--- config.mk ---
export PLATFORM = sky130hd
export DESIGN_NAME = flash_thermo_frontend_flat
export DESIGN_NICKNAME = d
export VERILOG_FILES = /design/src/rtl/flash_thermo_frontend_pkg.sv /design/src/rtl/flash_thermo_frontend_if.sv /design/src/rtl/thermo_bubble_fix.sv /design/src/rtl/flash_thermo_frontend.sv /design/src/flat_wrapper.sv
export SDC_FILE = /design/constraint.sdc
export NUM_CORES = 1
export LEC_CHECK = 0
export ABC_AREA = 1
export CORE_ASPECT_RATIO = 1.4
export CORE_MARGIN = 4
export CORE_UTILIZATION = 55
export CTS_CLUSTER_SIZE = 20
export DETAILED_ROUTE_END_ITERATION = 7
export HOLD_SLACK_MARGIN = 0.08
export PLACE_DENSITY = 0.94
export SLEW_MARGIN = 20
export SYNTH_ARGS = -nofsm -noshare
export SYNTH_HDL_FRONTEND = slang
export SYNTH_SLANG_ARGS = --single-unit
--- constraint.sdc ---
create_clock -name clk -period 2 [get_ports clk]
set_input_delay 0.3 -clock clk [delete_from_list [all_inputs] [get_ports clk]]
set_output_delay 0.3 -clock clk [all_outputs]
set_load 0.02 [all_outputs]
--- src/rtl/flash_thermo_frontend_pkg.sv ---
// Shared definitions for the flash ADC thermometer front end and the downstream capture logic.
// State encodings are fixed because other blocks decode them directly.
package flash_thermo_frontend_pkg;

  localparam int unsigned N_CMP = 8;

  localparam logic [1:0] ST_IDLE    = 2'd0;
  localparam logic [1:0] ST_CAPTURE = 2'd1;
  localparam logic [1:0] ST_CORRECT = 2'd2;
  localparam logic [1:0] ST_PRESENT = 2'd3;

  typedef enum logic [1:0] {
    StIdle    = ST_IDLE,
    StCapture = ST_CAPTURE,
    StCorrect = ST_CORRECT,
    StPresent = ST_PRESENT
  } state_e;

endpackage

--- src/rtl/flash_thermo_frontend_if.sv ---
// Comparator/handshake bundle between the thermometer front end and its environment.
// The front end takes the slave side; the sampling logic (or a bench) takes the master side.
interface flash_thermo_frontend_if;
  import flash_thermo_frontend_pkg::*;

  logic [N_CMP-1:0] cmp_in;
  logic             sample_req;
  logic             sample_busy;
  logic [N_CMP-1:0] I_low;
  logic             En_low;
  logic             code_valid;
  logic             bubble_err;
  logic             overrange;
  logic             underrange;
  logic             req_dropped;

  modport master (
    output cmp_in, sample_req,
    input  sample_busy, I_low, En_low, code_valid, bubble_err, overrange, underrange,
           req_dropped
  );

  modport slave (
    input  cmp_in, sample_req,
    output sample_busy, I_low, En_low, code_valid, bubble_err, overrange, underrange,
           req_dropped
  );

endinterface

--- src/rtl/thermo_bubble_fix.sv ---
// Combinational single-bubble corrector and thermometer-to-one-hot converter.
// Bit -1 is treated as 1 and bit N_CMP as 0, so the code is anchored at both ends.
module thermo_bubble_fix
  import flash_thermo_frontend_pkg::*;
(
  input  logic [N_CMP-1:0] t,
  output logic [N_CMP-1:0] tc,
  output logic [N_CMP-1:0] onehot,
  output logic             err,
  output logic             all0,
  output logic             all1
);

  logic [N_CMP+1:0] t_ext;
  logic [N_CMP:0]   tc_ext;

  assign t_ext  = {1'b0, t, 1'b1};
  assign tc_ext = {1'b0, tc};

  always_comb begin
    tc     = '0;
    onehot = '0;
    for (int i = 0; i < N_CMP; i++) begin
      tc[i] = (t_ext[i] & t_ext[i+1]) | (t_ext[i] & t_ext[i+2]) | (t_ext[i+1] & t_ext[i+2]);
    end
    for (int i = 0; i < N_CMP; i++) begin
      onehot[i] = tc_ext[i] & ~tc_ext[i+1];
    end
  end

  assign err  = (tc != t);
  assign all0 = ~|tc;
  assign all1 = &tc;

endmodule

--- src/rtl/flash_thermo_frontend.sv ---
// Synchronises the comparator bank, captures one thermometer code per request, bubble-corrects
// it and presents an active-low one-hot code to the priority encoder under a busy/valid frame.
module flash_thermo_frontend #(
  parameter int unsigned N_CMP       = flash_thermo_frontend_pkg::N_CMP,
  parameter int unsigned SYNC_STAGES = 2
) (
  input logic                    clk,
  input logic                    rst,
  flash_thermo_frontend_if.slave bus
);
  import flash_thermo_frontend_pkg::*;

  logic [SYNC_STAGES-1:0][N_CMP-1:0] sync_q;
  logic [N_CMP-1:0]                  t_sync;
  logic [N_CMP-1:0]                  t_cap_q;
  logic [N_CMP-1:0]                  tc;
  logic [N_CMP-1:0]                  onehot;
  logic                              fix_err, fix_all0, fix_all1;
  logic [N_CMP-1:0]                  i_low_q;
  logic                              bubble_q, over_q, under_q, dropped_q;
  logic                              unused_tc;
  state_e                            state_q, state_d;

  always_ff @(posedge clk) begin
    if (rst) begin
      sync_q <= '0;
    end else begin
      sync_q <= {sync_q[SYNC_STAGES-2:0], bus.cmp_in};
    end
  end

  assign t_sync = sync_q[SYNC_STAGES-1];

  always_ff @(posedge clk) begin
    if (rst) begin
      state_q <= StIdle;
    end else begin
      state_q <= state_d;
    end
  end

  always_comb begin
    state_d = state_q;
    unique case (state_q)
      StIdle:    if (bus.sample_req) state_d = StCapture;
      StCapture: state_d = StCorrect;
      StCorrect: state_d = StPresent;
      StPresent: state_d = StIdle;
      default:   state_d = StIdle;
    endcase
  end

  thermo_bubble_fix u_bubble_fix (
    .t      (t_cap_q),
    .tc     (tc),
    .onehot (onehot),
    .err    (fix_err),
    .all0   (fix_all0),
    .all1   (fix_all1)
  );

  // Outputs and flags change only on the CORRECT edge, so they hold between conversions.
  always_ff @(posedge clk) begin
    if (rst) begin
      t_cap_q   <= '0;
      i_low_q   <= '1;
      bubble_q  <= 1'b0;
      over_q    <= 1'b0;
      under_q   <= 1'b0;
      dropped_q <= 1'b0;
    end else begin
      if (state_q == StCapture) t_cap_q <= t_sync;
      if (state_q == StCorrect) begin
        i_low_q  <= ~onehot;
        bubble_q <= fix_err;
        over_q   <= fix_all1;
        under_q  <= fix_all0;
      end
      if (bus.sample_req && (state_q != StIdle)) dropped_q <= 1'b1;
    end
  end

  assign unused_tc = ^tc;

  assign bus.sample_busy = (state_q != StIdle);
  assign bus.code_valid  = (state_q == StPresent);
  assign bus.En_low      = (state_q != StPresent);
  assign bus.I_low       = i_low_q;
  assign bus.bubble_err  = bubble_q;
  assign bus.overrange   = over_q;
  assign bus.underrange  = under_q;
  assign bus.req_dropped = dropped_q;

endmodule

--- src/flat_wrapper.sv ---
// flat-port wrapper written by rule: the top's interface ports become plain ports
module flash_thermo_frontend_flat import flash_thermo_frontend_pkg::*;
#(
  parameter int unsigned N_CMP       = flash_thermo_frontend_pkg::N_CMP,
  parameter int unsigned SYNC_STAGES = 2
)
  (clk, rst, bus_cmp_in, bus_sample_req, bus_sample_busy, bus_I_low, bus_En_low, bus_code_valid, bus_bubble_err, bus_overrange, bus_underrange, bus_req_dropped);
  flash_thermo_frontend_if bus_i ();
  input logic clk;
  input logic rst;
  input wire logic [$bits(bus_i.cmp_in)-1:0] bus_cmp_in;
  input wire logic [$bits(bus_i.sample_req)-1:0] bus_sample_req;
  output wire logic [$bits(bus_i.sample_busy)-1:0] bus_sample_busy;
  output wire logic [$bits(bus_i.I_low)-1:0] bus_I_low;
  output wire logic [$bits(bus_i.En_low)-1:0] bus_En_low;
  output wire logic [$bits(bus_i.code_valid)-1:0] bus_code_valid;
  output wire logic [$bits(bus_i.bubble_err)-1:0] bus_bubble_err;
  output wire logic [$bits(bus_i.overrange)-1:0] bus_overrange;
  output wire logic [$bits(bus_i.underrange)-1:0] bus_underrange;
  output wire logic [$bits(bus_i.req_dropped)-1:0] bus_req_dropped;
  assign bus_i.cmp_in = bus_cmp_in;
  assign bus_i.sample_req = bus_sample_req;
  assign bus_sample_busy = bus_i.sample_busy;
  assign bus_I_low = bus_i.I_low;
  assign bus_En_low = bus_i.En_low;
  assign bus_code_valid = bus_i.code_valid;
  assign bus_bubble_err = bus_i.bubble_err;
  assign bus_overrange = bus_i.overrange;
  assign bus_underrange = bus_i.underrange;
  assign bus_req_dropped = bus_i.req_dropped;
  flash_thermo_frontend #(.N_CMP(N_CMP), .SYNC_STAGES(SYNC_STAGES)) u_core (.clk(clk), .rst(rst), .bus(bus_i));
endmodule
==> flow_summary.json <==
{
  "ys_seq_area_share_pct": 51.1,
  "wl_met2_um": 1420,
  "synth_commonest_cells": "dfxtp_1 (38), nand2_1 (36), inv_1 (32), nor2_1 (26), o21ai_0 (20)",
  "topRoutingLayerUsed": "met4",
  "outcome": "finished clean",
  "viasPerCell": 4.78,
  "rows": 22,
  "hpwl_um": 2000,
  "io_pins": 26,
  "synthMostInstantiatedCell": "dfxtp_1",
  "crit_arrival_ns": 1.52,
  "antenna_violating_nets_post_route": 0,
  "cts_tree": "built",
  "cts-root-buf": "clkbuf_4",
  "synth_top_area_share_pct": 51.1,
  "finClkSkew_ns": 0.0118,
  "place.gp.congestion": 0.869,
  "hold_path_class": "flip-flop to flip-flop",
  "cts_buffer_depth": 2,
  "synth_edf_count": 0,
  "ctsHoldBuffers": 0,
  "synth_area_per_cell_um2": 7.55,
  "critPathMaxFanout": 3,
  "cts_made_buffers": 5,
  "antenna_found_initial": 0,
  "num_vias": 1239,
  "crit_path_end_kind": "output pin",
  "start_kind": "flip-flop",
  "firstDrtPassIters": 4,
  "wl_met3_um": 122,
  "drtIter0Drc": 12,
  "nets": 238,
  "grt_max_degree": 19,
  "grt_pass1_vias": 1043,
  "async_reset_ff_share_pct": 0,
  "syn_area_um2": 1490,
  "maxCapViolCount": 0,
  "worst_ep_required_time_ns": 1.70,
  "setup_viol": 0,
  "grt_pass1_wl_um": 4300,
  "layout-drive-gt1-share_pct": 4.48,
  "drcViolationCount": 0,
  "slew_headroom_pct": 74.6,
  "die_w_um": 52.0,
  "wl_um": 2650,
  "final.setup.tns_ns": 0,
  "ys_types": 18,
  "design.core.area_um2": 2620,
  "gr-total-overflow": 0,
  "wl_per_cell_um": 10.2,
  "hold_viol_final": 0,
  "yosysWarnings": 0,
  "final_area_um2": 1800,
  "clkTransAtPathRegs_ns": 0.10,
  "ys_ff_latch": 38,
  "grt.total_usage_pct": 16.1,
  "rsz0062_at_grt": "false",
  "syn_inst": 197,
  "synth_area_leaders": "dfxtp_1 (51%), nand2_1 (9.1%), inv_1 (8.1%), o21ai_0 (6.7%), nor2_1 (6.6%)",
  "dpl_cell_area_um2": 1760,
  "die_area_um2": 3610,
  "antennaDiodeCount": 0,
  "wl_met1_um": 1030,
  "syn2layout_area_growth_pct": 21.3,
  "synth-main-ff-cell": "dfxtp_1",
  "start_util_pct": 56.9,
  "hold_path_depth": 2,
  "placement.io_buffers": 25,
  "peakVddDrop_uv": 736,
  "die-height_um": 69.5,
  "clk_latency_ns": 0.33,
  "synth_top_area_cell": "dfxtp_1",
  "leakagePower_nw": 0.814,
  "max_clock_freq_mhz": 549,
  "crit_type": "flip-flop to output pin",
  "min_period_ns": 1.82,
  "final.period_utilization_pct": 91.1,
  "synth_nets": 212,
  "worstRegToRegCells": 4,
  "cts_sinks": 38,
  "worst_pin_slew_ns": 0.381,
  "drv_slew": 0,
  "powerDensity_nw_per_um2": 1320,
  "h-tree-depth": 2
}
## cell type report
| type | count | area (µm²) |
|---|---|---|
| multi-input cells | 120 | 577 |
| repair buffers | 26 | 256 |
| flip-flops and latches | 38 | 761 |
| well taps | 36 | 45.0 |
| clock buffers | 7 | 45.0 |
| fillers | 223 | 811 |
| inverters | 32 | 120 |
## metrics by stage
step / utilization, % / cells / power (W) / worst slack [ns] / hold WS [ns]
after floorplan: - / 197 / 0.00173 / 0.772 / 0.388
after detailed placement: 67.3 / 252 / 0.00207 / 0.352 / 0.397
after global placement: 67.3 / 252 / 0.00204 / 0.408 / 0.389
after CTS: 69.0 / 259 / 0.00241 / 0.152 / 0.405
after global routing: 69.0 / 259 / 0.00257 / 0.124 / 0.422
final: 69.0 / 259 / 0.00239 / 0.177 / 0.401
## placed cells by master, fill, tap and decap left out
cell type        instances
inv_1                   32
o22ai_1                  1
clkdlybuf4s50_1         24
nand3_2                  1
nand2_2                  2
o21ai_0                 20
buf_4                    1
o21bai_1                 1
a31oi_1                  2
nand2_1                 36
clkbuf_4                 5
clkbuf_1                 2
dlygate4sd2_1            1
dfxtp_1                 38
o211ai_1                 1
a21oi_1                 14
a221oi_1                 1
a21oi_2                  1
nand3_1                 10
nor2_1                  26
ha_1                     4
## logic make-up (layout without fill, tap and decap cells)
family	Yosys count	in the layout	share of synthesized area (%)
AOI/OAI and AO/OA	41	41	14.9
buffers and inverters	39	65	10.1
and+or+nand+nor	75	75	20.5
DFF	38	38	51.1
adders and majority gates	4	4	3.36
## power breakdown
| part | total, W | internal, W | switching (W) |
|---|---|---|---|
| clock network | 0.000349 | 0.000133 | 0.000216 |
| registers | 0.00107 | 0.000932 | 0.000139 |
| logic | 0.000968 | 0.000388 | 0.000581 |
## per-layer routing
layer,GRT usage [%],vias to the layer above
met2,27.0,25
met1,16.9,537
met3,3.87,5
met5,0,-
li1,-,672
met4,11.4,0
## path summary, 6_finish.rpt
kind	startpoint	end	slack, ns
setup / recovery	u_core.state_q[0]	bus_En_low	0.18
hold / removal	u_core.sync_q[6]	u_core.t_sync[6]	0.40
setup reg to reg	u_core.state_q[0]	u_core.state_q[0]	0.42
hold reg to reg	u_core.sync_q[6]	u_core.t_sync[6]	0.40
## critical path, cell delays in order (launching register included)
cell and delay (ns):
dfxtp_1 0.34, ha_1 0.21, inv_1 0.05, clkdlybuf4s50_1 0.59
## flip-flops by register name (all words and copies together), names as in the netlist, 2 cells and up
name,cells
u_core.t_cap_q,8
u_core.bus.I_low,8
u_core.t_sync,8
u_core.state_q,2
u_core.sync_q,8
## repair_timing
action | in CTS | in global routing
endpoints found under the setup margin | 1 | 0
endpoints found under the hold margin | 0 | 0
resized for setup | 1 | 0
setup buffers | 0 | 0
(Power assumes the default switching activity.)
